File: src/rtl/code_loader_pkg.sv
// Shared types and defaults for the code-storage loader.
package code_loader_pkg;

    localparam int LINE_W                = 32;
    localparam int DEFAULT_CODE_SIZE     = 12;
    localparam int DEFAULT_MAX_CODE_LINE = 100;

    typedef enum logic [1:0] {
        IDLE    = 2'd0,
        LOAD    = 2'd1,
        FLUSH   = 2'd2,
        RESTART = 2'd3
    } state_t;

endpackage

File: src/rtl/code_loader.sv
// Streams program words into code storage, then restarts execution at line 0.
// Define CODE_LOADER_CHECKSUM_EN to require a trailing checksum word per load.
module code_loader
    import code_loader_pkg::*;
#(
    parameter int code_size     = DEFAULT_CODE_SIZE,
    parameter int max_code_line = DEFAULT_MAX_CODE_LINE
) (
    input  logic                 clk,
    input  logic                 reset,
    input  logic                 start,
    input  logic [LINE_W-1:0]    load_length,
    input  logic                 abort,
    input  logic                 in_valid,
    input  logic [code_size-1:0] in_data,
    output logic                 in_ready,
    output logic                 is_write,
    output logic [LINE_W-1:0]    write_line,
    output logic [code_size-1:0] write_data,
    output logic                 core_enable,
    output logic                 core_reset,
    output logic                 busy,
    output logic                 done,
    output logic                 error
);

    localparam logic [LINE_W-1:0] MAX_LEN = LINE_W'(max_code_line);

    state_t            state;
    logic [LINE_W-1:0] counter;
    logic [LINE_W-1:0] length;
    logic              program_valid;
`ifdef CODE_LOADER_CHECKSUM_EN
    logic [code_size-1:0] sum;
    logic                 chk_phase;
`endif

    assign in_ready    = (state == LOAD);
    assign busy        = (state != IDLE);
    assign core_enable = (program_valid && state == IDLE) || (state == RESTART);

    // Strobes default low each cycle; a transfer is echoed to storage one cycle later.
    always_ff @(posedge clk or negedge reset) begin
        if (!reset) begin
            state         <= IDLE;
            counter       <= '0;
            length        <= '0;
            program_valid <= 1'b0;
            is_write      <= 1'b0;
            write_line    <= '0;
            write_data    <= '0;
            core_reset    <= 1'b0;
            done          <= 1'b0;
            error         <= 1'b0;
`ifdef CODE_LOADER_CHECKSUM_EN
            sum           <= '0;
            chk_phase     <= 1'b0;
`endif
        end else begin
            is_write   <= 1'b0;
            core_reset <= 1'b0;
            done       <= 1'b0;
            error      <= 1'b0;
            case (state)
                IDLE: begin
                    if (start) begin
                        if (load_length == '0 || load_length > MAX_LEN) begin
                            error <= 1'b1;
                        end else begin
                            length        <= load_length;
                            counter       <= '0;
                            program_valid <= 1'b0;
                            state         <= LOAD;
`ifdef CODE_LOADER_CHECKSUM_EN
                            sum           <= '0;
                            chk_phase     <= 1'b0;
`endif
                        end
                    end
                end
                LOAD: begin
                    // Abort takes priority over any transfer offered in the same cycle.
                    if (abort) begin
                        state <= IDLE;
                        error <= 1'b1;
                    end else if (in_valid) begin
`ifdef CODE_LOADER_CHECKSUM_EN
                        if (chk_phase) begin
                            if (in_data == sum) begin
                                state <= FLUSH;
                            end else begin
                                state         <= IDLE;
                                error         <= 1'b1;
                                program_valid <= 1'b0;
                            end
                        end else begin
                            is_write   <= 1'b1;
                            write_line <= counter;
                            write_data <= in_data;
                            counter    <= counter + 1'b1;
                            sum        <= sum + in_data;
                            if (counter == length - 1'b1)
                                chk_phase <= 1'b1;
                        end
`else
                        is_write   <= 1'b1;
                        write_line <= counter;
                        write_data <= in_data;
                        counter    <= counter + 1'b1;
                        if (counter == length - 1'b1)
                            state <= FLUSH;
`endif
                    end
                end
                FLUSH: begin
                    if (abort) begin
                        state <= IDLE;
                        error <= 1'b1;
                    end else begin
                        state         <= RESTART;
                        core_reset    <= 1'b1;
                        done          <= 1'b1;
                        program_valid <= 1'b1;
                    end
                end
                RESTART: begin
                    state <= IDLE;
                end
                default: begin
                    state <= IDLE;
                end
            endcase
        end
    end

endmodule

File: config.mk
export PLATFORM = sky130hd
export DESIGN_NAME = code_loader
export DESIGN_NICKNAME = d
export VERILOG_FILES = /design/src/rtl/code_loader_pkg.sv /design/src/rtl/code_loader.sv
export SDC_FILE = /design/constraint.sdc
export NUM_CORES = 1
export LEC_CHECK = 0
export ABC_AREA = 0
export CORE_MARGIN = 2
export CORE_UTILIZATION = 43
export DETAILED_ROUTE_END_ITERATION = 10
export PLACE_DENSITY_LB_ADDON = 0.1
export SKIP_LAST_GASP = 1
export SLEW_MARGIN = 20
export SYNTH_ARGS = -nofsm -noshare
export SYNTH_HDL_FRONTEND = slang
export SYNTH_SLANG_ARGS = --single-unit
File: constraint.sdc
create_clock -name clk -period 8.9 [get_ports clk]
set_input_delay 2.67 -clock clk [delete_from_list [all_inputs] [get_ports clk]]
set_output_delay 2.67 -clock clk [all_outputs]
set_load 0.01 [all_outputs]
Yosys cells after proc, flatten, opt, wreduce, memory -nomap -nowiden
Index checks and enable logic that the tools add are counted.
Widths: inputs -> output; s select.
{"block": "word_totals", "regBits": 114, "input_bits": 49, "elab_cells": 64, "output_inout_bits": 51}
{"block": "op_classes", "reduce_logical": 14, "n_bitwise": 2, "eq_ne": 11, "n_lt_le_gt_ge": 1, "n_mux": 25, "add_sub_neg": 2}
{"operator": "$mux 32", "n": 4}
{"operator": "$pmux 32 s2", "n": 1}
{"operator": "$add 32x1->32 const B", "n": 1}
{"operator": "$eq 32x32->1", "n": 1}
{"operator": "$gt 32x7->1 const B", "n": 1}
{"operator": "$logic_not 32->1", "n": 1}
{"operator": "$sub 32x1->32 const B", "n": 1}
{"operator": "$mux 2", "n": 6}
{"operator": "$mux 1", "n": 11}
{"operator": "$ne 2x2->1 const B", "n": 5}
{"operator": "$pmux 2 s4", "n": 1}
{"operator": "$reduce_and 4->1", "n": 2}
{"operator": "$reduce_and 3->1", "n": 2}
{"operator": "$reduce_bool 2->1", "n": 3}
{"operator": "$reduce_and 5->1", "n": 1}
{"operator": "$eq 2x2->1 const B", "n": 2}
{"operator": "$pmux 1 s2", "n": 2}
{"operator": "$ne 3x2->1 const B", "n": 1}
{"operator": "$ne 3x3->1 const B", "n": 1}
{"operator": "$eq 2x1->1 const B", "n": 1}
{"operator": "$logic_not 2->1", "n": 1}
{"operator": "$logic_or 1x1->1", "n": 2}
{"operator": "$not 1->1", "n": 2}
{"operator": "$reduce_or 2->1", "n": 1}
{"operator": "$logic_and 1x1->1", "n": 1}

Logic depth before layout (Yosys ltp)
Gate-level depths: netlist (run 1).
{"block": "logic_depth", "depth_word": 6, "ltp_mapped": 10, "depth_no_buf": 10}

Least setup slack after synthesis (run 1)
OpenSTA, ideal clock, no wires.
{"block": "synth_timing", "path_type": "input port to flip-flop", "start": "input port load_length[7]", "end": "register counter[26]", "path_buffers": 1, "t_arrival_ns": 4.764, "path_slack_ns": 4.004, "setup_time_ns": 0.132, "t_required_ns": 8.768, "cell_stages": 9, "path_cell_list": "nor4_1 > nand4_1 > a2111oi_2 > a21oi_1 > buf_6 > nor4b_2 > nand4_1 > xor2_1 > nor2_1"}
{"block": "synth_between", "elab_chain_cells": 4, "word_cells_on_any_way": 5, "cone_classes": "1 x order compare; 1 x eq/ne; 3 x reduce/logical"}
{"element": "start, declared", "line_no": "code_loader.sv:12", "text": "input logic [LINE_W-1:0] load_length,"}
{"element": "$gt 32x7->1 / $logic_not 32->1 (equally long branches)", "line_no": "code_loader.sv:67", "text": "if (load_length == '0 || load_length > MAX_LEN) begin"}
{"element": "$logic_or 1x1->1 *", "line_no": "code_loader.sv:67"}
{"element": "$ne 2x2->1 (no source line) *"}
{"element": "$reduce_and 5->1 (no source line) *"}
{"element": "end signal, assigned", "line_no": "code_loader.sv:109", "text": "counter <= counter + 1'b1;"}
{"element": "end, declared", "line_no": "code_loader.sv:30", "text": "logic [LINE_W-1:0] counter;"}
Every way passes the cells marked *; elsewhere a longest branch is shown, timed or not.
A chain may end at the register's enable or synchronous reset.

Worst setup path after layout (run 1)
{"block": "layout_timing", "start": "input port abort", "end": "register counter[21]"}
{"block": "layout_between", "elab_chain_cells": 2}
{"element": "start, declared", "line_no": "code_loader.sv:13", "text": "input logic abort,"}
{"element": "$ne 2x2->1 (no source line)"}
{"element": "$reduce_and 5->1 (no source line)"}
No other way between the ends.

==> results of run 1 <==
## area by class of cell
class / instances / share of cell area, %
Inverter: 12 / 0.591
Clock buffer: 23 / 6.40
Tap cell: 176 / 2.89
Sequential cell: 114 / 37.4
Multi-Input combinational cell: 493 / 38.4
Timing Repair Buffer: 105 / 13.6
Clock inverter: 9 / 0.738
## sequential cells by signal (all words and copies together) (netlist names)
| register | count |
|---|---|
| counter | 32 |
| done | 1 |
| error | 1 |
| is_write | 1 |
| length | 32 |
| program_valid | 1 |
| state | 2 |
| write_data | 12 |
| write_line | 32 |
## per-stage QoR
| stage | area [um^2] | hold slack (ns) | utilization (%) | power (mW) | worst slack, ns |
|---|---|---|---|---|---|
| after floorplan | 5940 | 0.456 | - | 0.672 | 4.00 |
| after global placement | 7080 | 0.457 | 53.1 | 0.777 | 3.04 |
| after detailed placement | 7080 | 0.463 | 53.1 | 0.781 | 2.97 |
| after CTS | 7630 | 0.477 | 57.1 | 1.40 | 3.39 |
| after global routing | 7630 | 0.502 | 57.1 | 1.45 | 3.17 |
| final | 7630 | 0.471 | 57.1 | 1.39 | 3.44 |
## cell families (layout without fill, tap and decap cells)
family	after synthesis	count (layout)	share of synthesized area (%)
AOI/OAI and AO/OA	62	62	7.10
buffers and inverters	37	149	2.67
muxes	9	9	1.68
and+or+nand+nor	351	351	29.7
adders and majority gates	6	6	1.26
DFF	114	114	48.0
xor gates and xnor gates	65	65	9.58
## synthesized netlist by cell type, types with 3 or more instances
cell type	count	area, um^2
or4_1	4	30.0
nor4_2	3	37.5
buf_1	3	11.3
nand3_1	20	100
xnor2_1	32	280
nor2b_1	8	50.1
a31oi_1	3	18.8
o31ai_1	3	22.5
nand2_1	150	563
nand4_1	15	93.8
dfrtp_1	114	2850
and2_1	27	169
o21ai_0	17	85.1
or3_1	4	25.0
clkbuf_1	18	67.6
nor3_1	9	45.0
mux2_2	8	90.1
ha_1	6	75.1
nor2_1	56	210
inv_1	11	41.3
and3_1	8	50.1
xor2_1	33	289
nor4_1	21	131
a21oi_1	13	65.1
and4_1	8	70.1
## worst max path at each step
stage          cells after the start           start     endpoint  slack, ns
3_5_place_dp                      11           abort  counter[21]       2.97
6_report                          11           abort  counter[21]       3.44
3_3_place_gp                      10  load_length[7]  counter[23]       3.04
5_1_grt                           11           abort  counter[23]       3.17
2_1_floorplan                      9  load_length[7]  counter[26]       4.00
4_1_cts                           11           abort  counter[21]       3.39
## worst max-delay path, stage by stage
cell and delay (ns):
clkdlybuf4s50_1 0.45, and2b_1 0.30, nand2_1 0.07, buf_4 0.27, clkinv_1 0.09, buf_4 0.38, nor2_1 0.23, nor4_1 0.84
nor2b_1 0.25, xnor2_1 0.13, nor2_1 0.06
## per-layer routing
metal,track usage (%),routed length (um)
met1,30.0,6760
met4,9.05,342
met3,4.68,919
met5,0,0
met2,32.5,6590
## where the power goes
group          leakage, nW  switching (mW)  internal, mW  total [mW]
Sequential            1.57          0.0160         0.543       0.559
Combinational         1.77           0.123        0.0884       0.211
Clock                0.265           0.234         0.382       0.616
==> results.md, run 1 <==
- Critical path launch point type: primary input
- First-pass GRT wire length: 24700 um
- Max frequency: 183 MHz
- Drt pass-1 iters: 5
- Final Skew: 0.00688 ns
- Worst setup EP type: flop
- Most common flop cell mapped by yosys: dfrtp_1
- Reg2reg path depth: 12
- Hold Path End: write_line[17]
- Avg WL per Cell: 15.7 um
- Routability cong.: 0.829
- TritonCTS clock tree: done
- Hold_sp: write_line[17]
- I/O pin count: 100
- Required time worst endpoint: 9.19 ns
- Synth unique cells: 65
- Cell depth of the worst hold path: 2
- Setup bufs post-CTS: 0
- Number of hold buffers added after CTS: 0
- Post-route minimum period: 5.46 ns
- Flop-to-flop setup slack: 5.32 ns
- Commonest non-fill, non-tap cell in the layout: nand2_1
- Final hold vios: 0
- Cells after DPL: 900
- Clock latency on the worst-skew pair: 0.42 ns
- Worst EP arrival: 5.75 ns
- P&R area growth vs syn: 28.3%
- Final layout net count: 798
- Number of enable flip-flop cells after synthesis: 0
- PD cells: 182 mW/mm^2
- Number of DRC markers in iteration 0: 246
- Slew margin rel.: 34.5%
- Initial antenna violation count: 0
- Tcrit/Tclk final: 61.4%
- Worst Hold Class: flop to flop
- Max Cap Viol: 0
- Clock Path Buffers: 2
- Yosys reg bits: 114
- Fin Setup TNS: 0 ns
- Port buffer count: 99
- Htree depth: 4
- R2R Path End: counter[21]
- RSZ-0062 raised after global routing: no
- Ys async rst share: 100%
- Remaining antenna violation count: 0
- Reg area: 0.00285 mm^2
- Clock Tree Root: clkbuf_16
- Gr ovfl total: 0
- Die footprint: 0.0148 mm^2
- Vias/cell: 5.39
- Core Footprint: 0.0133 mm^2
- Routed WL: 14600 um
- Post-CTS sizing: 0
- Via count: 5024
- Dpl hpwl: 10700 um
- Multi-input gate area: 0.00293 mm^2
- Rows: 42
- Cells after Synth: 644
- ANT cells: 0
- Total GRT Usage: 21.5%
- Fill cells: 1244
- Slew Viols, Final: 0
- Most frequent cells in the layout: 150 x nand2_1, 114 x dfrtp_1, 98 x clkdlybuf4s50_1
- Fin cells: 932
- Initial core utilization: 44.5%
- Drt drc: 0
- Syn Area/Cell: 9.23 um^2
- Cts bufs inserted: 17
- Largest net degree at the start of global routing: 76
- Leakage: 3.60 nW
- Max IR drop VDD: 0.113 mV
- Fraction of final layout cells sized beyond drive strength 1: 7.94%
- Measured slew at the worst slew-check pin: 0.974 ns
- Register area share after synthesis: 48.0%
- Die width: 122 um
- Die height: 122 um
- Clk sinks: 114
- Final setup violation count: 0
- Vias in the first global route: 4937
- Crit Path Category: primary input to flop
- Warnings from Yosys: 0
- Syn Nets: 699
- Crit path max fanout: 50
- Clock transition at path regs: 0.05 ns
- Status: finished clean
- Synthesized cell area: 0.00594 mm^2
- Reg2reg start: state[1]
No activity file was read; power rests on OpenSTA's default activity.
==> run 2: changes to the inputs <==
- clock period: 8.9 -> 5.4 ns (I/O delays scaled with it)
==> run 2 against run 1 <==
Net effect: clock-buffer cell count decreased by 3; critical path type unchanged; final area increased by 0.97%; clock power increased by 87%; sequential cell count unchanged; first-iteration DRC count increased by 27%; largest power group unchanged.
==> results.md, run 2 (synthesized netlist as in run 1, its figures left out) <==
- First-pass GRT wire length: 25100 um (was 24700 um)
- Fin cells: 934 (was 932)
- Placed cell area: 0.00710 mm^2 (was 0.00708 mm^2)
- Seq pwr share: 38.1% (was 40.3%)
- Gr ovfl total: 0 (unchanged)
- Slew Viols, Final: 0 (unchanged)
- Worst Hold Class: flop to flop (unchanged)
- Comb pwr share: 14.2% (was 15.2%)
- Avg WL per Cell: 15.9 um (was 15.7 um)
- Via count: 4953 (was 5024)
- Clock Tree Root: clkbuf_16 (unchanged)
- Final hold vios: 0 (unchanged)
- Vias in the first global route: 5047 (was 4937)
- Worst path cell trace: clkdlybuf4s50_1, nor4_1, nand4_1, a2111oi_2, a21oi_1, nor4b_2, nand3_1, xor2_1, nor2_1 (was clkdlybuf4s50_1, and2b_1, nand2_1, buf_4, clkinv_1, buf_4, nor2_1, nor4_1, nor2b_1, xnor2_1, nor2_1)
- RSZ-0062 raised after global routing: no (unchanged)
- Port buffer count: 99 (unchanged)
- Die width: 122 um (unchanged)
- Post-route minimum period: 4.44 ns
- Clock share of power: 47.7% (was 44.4%)
- Fraction of final layout cells sized beyond drive strength 1: 8.18% (was 7.94%)
- Drt drc: 0 (unchanged)
- ANT cells: 0 (unchanged)
- Clock transition at path regs: 0.05 ns (about the same)
- Net Sw Frac: 26.5% (was 26.9%)
- Int Power: 1.77 mW (was 1.01 mW)
- Setup bufs post-CTS: 0 (unchanged)
- Dpl hpwl: 10900 um (was 10700 um)
- Core Footprint: 0.0133 mm^2 (unchanged)
- Cts bufs inserted: 17 (unchanged)
- Number of hold buffers added after CTS: 0 (unchanged)
- Post-route setup slack: 0.963 ns (was 3.44 ns)
- Initial antenna violation count: 0 (unchanged)
- Max Cap Viol: 0 (unchanged)
- Rows: 42 (unchanged)
- Clock Path Buffers: 2 (unchanged)
- Initial core utilization: 44.5% (unchanged)
- Most frequent cells in the layout: 150 x nand2_1, 114 x dfrtp_1, 98 x clkdlybuf4s50_1 (unchanged)
- Routed WL: 14900 um (was 14600 um)
- Routability cong.: 0.943 (was 0.829)
- Critical path launch point type: primary input (unchanged)
- Status: finished clean (unchanged)
- Cells after DPL: 902 (was 900)
- Final layout net count: 800 (was 798)
- Clk sinks: 114 (unchanged)
- Clock latency on the worst-skew pair: 0.42 ns (about the same)
- PD cells: 314 mW/mm^2 (was 182 mW/mm^2)
- Crit Path Category: primary input to flop (unchanged)
- Fill cells: 1229 (was 1244)
- Post-route cell area: 0.00770 mm^2 (was 0.00763 mm^2)
- Pre-CTS setup slack: 0.577 ns (was 2.97 ns)
- Max frequency: 225 MHz
- Remaining antenna violation count: 0 (unchanged)
- Final hold slack: 0.471 ns (about the same)
- Slew margin rel.: 33.5% (was 34.5%)
- Final setup violation count: 0 (unchanged)
- Required time worst endpoint: 5.69 ns (was 9.19 ns)
- I/O pin count: 100 (unchanged)
- CP max stage delay: 0.78 ns (was 0.84 ns)
- Number of DRC markers in iteration 0: 312 (was 246)
- P_sw: 0.640 mW (was 0.373 mW)
- Leakage: 3.63 nW (was 3.60 nW)
- Die height: 122 um (unchanged)
- Worst setup EP type: flop (unchanged)
- Die footprint: 0.0148 mm^2 (unchanged)
- Tcrit/Tclk final: 82.2%
- Vias/cell: 5.30 (was 5.39)
- Post-CTS sizing: 0 (unchanged)
- Max IR drop VDD: 0.202 mV (was 0.113 mV)
- Total Power: 2.41 mW (was 1.39 mW)
- TritonCTS clock tree: done (unchanged)
- Drt pass-1 iters: 4 (was 5)
- Worst EP arrival: 4.73 ns (was 5.75 ns)
- Largest registers: counter x32, length x32, write_line x32 (unchanged)
- Final Skew: 0.00824 ns (was 0.00688 ns)
- P&R area growth vs syn: 29.6% (was 28.3%)
- Commonest non-fill, non-tap cell in the layout: nand2_1 (unchanged)
- Fin Setup TNS: 0 ns (unchanged)
- Htree depth: 4 (unchanged)
- Final design utilization: 57.7% (was 57.1%)
- Crit path max fanout: 12 (was 50)
- Largest net degree at the start of global routing: 50 (was 76)
- Total GRT Usage: 22.0% (was 21.5%)
- Measured slew at the worst slew-check pin: 0.997 ns (was 0.974 ns)
- CP max-delay cell: nor4b_2 (was nor4_1)
-- run 2: changes by cell type in the layout (fill, tap and decap cells not counted) --
cell        before  now
clkinv_2         5    2
inv_6            0    2
buf_4            7    9
clkbuf_8         4    1
clkinvlp_4       3    4
bufinv_16        0    3
-- run 2: final cells by class --
class / count / area [um^2] / share of cell area [%]
multi-input combinational: 493 / 2930 / 38.1
sequential: 114 / 2850 / 37.0
timing repair buffer: 107 / 1050 / 13.6
clock buffer: 20 / 447 / 5.80
tap: 176 / 220 / 2.86
clock inverter: 12 / 156 / 2.03
inverter: 12 / 45.0 / 0.585
-- run 2: path summary, 6_finish.rpt --
path,startpoint,cells after the start,slack (ns),endpoint
max,load_length[7],9,0.96,counter[29]
min,write_line[29],2,0.47,write_line[29]
max reg2reg,length[3],8,2.11,state[1]
min reg2reg,write_line[29],2,0.47,write_line[29]
max in group asynchronous,reset,2,3.28,counter[1]
min in group asynchronous,reset,1,1.17,write_data[5]
-- run 2: routing by layer --
layer	vias to the layer above	wire length (um)	GRT usage, %
li1	2417	-	-
met1	2384	6990	30.1
met2	133	6830	34.7
met3	19	795	4.96
met4	0	229	7.97
met5	-	0	0
-- run 2: power groups by stage --
stage / registers, mW / logic [mW] / clock network (mW)
after floorplan: 0.946 / 0.163 / 0
after global placement: 0.932 / 0.348 / 0
after detailed placement: 0.935 / 0.349 / 0
after CTS: 0.921 / 0.351 / 1.17
after global routing: 0.925 / 0.381 / 1.20
final: 0.920 / 0.343 / 1.15
-- run 2: worst max-delay path, delay by kind of cell --
| kind | cells | cell delay [ns] |
|---|---|---|
| AO/OA/AOI/OAI | 2 | 0.99 |
| XOR/XNOR | 1 | 0.19 |
| buffers and inverters | 1 | 0.42 |
| AND/OR/NAND/NOR | 5 | 1.51 |
==> run 3: changes to the inputs <==
- clock period: 5.4 -> 3.69 ns (I/O delays scaled with it)
==> run 3 against run 2 <==
Net effect: total power up 50%; worst hold slack worse by 0.0027 ns; register-to-register slack worse by 1.7 ns; critical path depth up 1; combinational power up 63%; sequential share of layout area down 0.65 points; via count up 0.20%; final area up 1.8%; critical endpoint is now counter[21]; highest routed layer unchanged.
==> results.md, run 3 (synthesized netlist as in run 1, its figures left out) <==
- RSZ-0062 raised after global routing: no (unchanged)
- First-pass GRT wire length: 25200 um (was 25100 um)
- CP max stage delay: 0.42 ns (was 0.78 ns)
- Commonest non-fill, non-tap cell in the layout: nand2_1 (unchanged)
- Worst setup EP type: flop (unchanged)
- Largest net degree at the start of global routing: 59 (was 50)
- Avg WL per Cell: 15.8 um (was 15.9 um)
- P&R area growth vs syn: 31.9% (was 29.6%)
- Clock latency on the worst-skew pair: 0.42 ns (about the same)
- Vias in the first global route: 5021 (was 5047)
- Htree depth: 4 (unchanged)
- Most frequent cells in the layout: 150 x nand2_1, 114 x dfrtp_1, 98 x clkdlybuf4s50_1 (unchanged)
- Fraction of final layout cells sized beyond drive strength 1: 9.61% (was 8.18%)
- Via count: 4963 (was 4953)
- Clock Path Buffers: 2 (unchanged)
- Final Skew: 0.00817 ns (was 0.00824 ns)
- Max frequency: 302 MHz
- Routability cong.: 0.894 (was 0.943)
- Vias/cell: 5.25 (was 5.30)
- Required time worst endpoint: 3.99 ns (was 5.69 ns)
- Crit path max fanout: 5 (was 12)
- Total GRT Usage: 22.0% (about the same)
- Worst EP arrival: 3.61 ns (was 4.73 ns)
- Most common cell on crit path: nor4_1
- CP max-delay cell: clkdlybuf4s50_1 (was nor4b_2)
- Clk sinks: 114 (unchanged)
- Crit Path Category: primary input to flop (unchanged)
- Largest registers: counter x32, length x32, write_line x32 (unchanged)
- Slew margin rel.: 52.2% (was 33.5%)
- Worst path cell trace: clkdlybuf4s50_1, nor4_1, nand4_1, a2111oi_2, a21oi_1, nor4_1, buf_4, nor2b_1, xnor2_1, nor2_1 (was clkdlybuf4s50_1, nor4_1, nand4_1, a2111oi_2, a21oi_1, nor4b_2, nand3_1, xor2_1, nor2_1)
- Measured slew at the worst slew-check pin: 0.717 ns (was 0.997 ns)
- Worst Hold Class: flop to flop (unchanged)
- Die height: 122 um (unchanged)
- Initial antenna violation count: 0 (unchanged)
- Drt drc: 0 (unchanged)
- Fill cells: 1180 (was 1229)
- TritonCTS clock tree: done (unchanged)
- Status: finished clean (unchanged)
- Port buffer count: 99 (unchanged)
- Number of DRC markers in iteration 0: 382 (was 312)
- Cts bufs inserted: 17 (unchanged)
- Slew Viols, Final: 0 (unchanged)
- Final design utilization: 58.7% (was 57.7%)
- Post-route setup slack: 0.383 ns (was 0.963 ns)
- Setup bufs post-CTS: 0 (unchanged)
- Post-route minimum period: 3.31 ns
- Critical path launch point type: primary input (unchanged)
- Tcrit/Tclk final: 89.6%
- Routed WL: 14900 um (about the same)
- Pre-CTS setup slack: -0.0400 ns (was 0.577 ns)
- Remaining antenna violation count: 0 (unchanged)
- Number of hold buffers added after CTS: 0 (unchanged)
- Dpl hpwl: 10900 um (about the same)
- Max IR drop VDD: 0.284 mV (was 0.202 mV)
- Gr ovfl total: 0 (unchanged)
- Rows: 42 (unchanged)
- Final layout net count: 813 (was 800)
- Leakage: 3.72 nW (was 3.63 nW)
- Clock transition at path regs: 0.05 ns (about the same)
- Core Footprint: 0.0133 mm^2 (unchanged)
- Die footprint: 0.0148 mm^2 (unchanged)
- ANT cells: 0 (unchanged)
- Die width: 122 um (unchanged)
- Initial core utilization: 44.5% (unchanged)
- PD cells: 462 mW/mm^2 (was 314 mW/mm^2)
- Drt pass-1 iters: 4 (unchanged)
- Final hold vios: 0 (unchanged)
- Clock Tree Root: clkbuf_16 (unchanged)
- Post-CTS sizing: 0 (unchanged)
- Max Cap Viol: 0 (unchanged)
- I/O pin count: 100 (unchanged)
- Final setup violation count: 0 (unchanged)
[run 3: area by class of cell]
type | count | area [um^2] | share of cell area, %
clock buffer | 21 | 460 | 5.87
clock inverter | 10 | 158 | 2.01
inverter | 12 | 45.0 | 0.575
multi-input combinational | 493 | 2930 | 37.4
sequential | 114 | 2850 | 36.4
tap | 176 | 220 | 2.81
timing repair buffer | 120 | 1170 | 14.9
[run 3: path summary, 6_finish.rpt]
| path | startpoint | endpoint | slack [ns] | depth (start not counted) |
|---|---|---|---|---|
| max | load_length[7] | counter[21] | 0.38 | 10 |
| min | write_line[13] | write_line[13] | 0.47 | 2 |
| max reg2reg | length[3] | state[1] | 0.42 | 8 |
| min reg2reg | write_line[13] | write_line[13] | 0.47 | 2 |
| max in group asynchronous | reset | length[27] | 2.18 | 2 |
| min in group asynchronous | reset | write_data[5] | 0.75 | 1 |
[run 3: stage by stage]
step | hold WS (ns) | setup TNS [ns] | cell area, um^2 | std cells | total power [mW]
final | 0.468 | 0 | 7840 | 946 | 3.62
after global routing | 0.495 | 0 | 7840 | 946 | 3.78
after CTS | 0.475 | 0 | 7840 | 946 | 3.66
after detailed placement | 0.461 | -0.0400 | 7220 | 915 | 1.93
after global placement | 0.456 | 0 | 7220 | 915 | 1.91
after floorplan | 0.456 | 0 | 5940 | 644 | 1.62
[run 3: routing by layer]
| layer | part of all wire, % | global-route usage [%] |
|---|---|---|
| met5 | 0 | 0 |
| met4 | 1.6 | 7.26 |
| met3 | 5.3 | 5.24 |
| met2 | 46 | 34.7 |
| met1 | 47 | 30.1 |
[run 3: worst max-delay path, delay by kind of cell]
family,cells,cell delay (ns)
buf+inv,2,0.61
compound gates,2,0.70
xor+xnor,1,0.14
simple gates,5,1.04
[run 3: power by group]
part | total, mW | internal, mW | switching [mW]
Clock | 1.71 | 1.16 | 0.556
Sequential | 1.35 | 1.31 | 0.0371
Combinational | 0.560 | 0.243 | 0.316
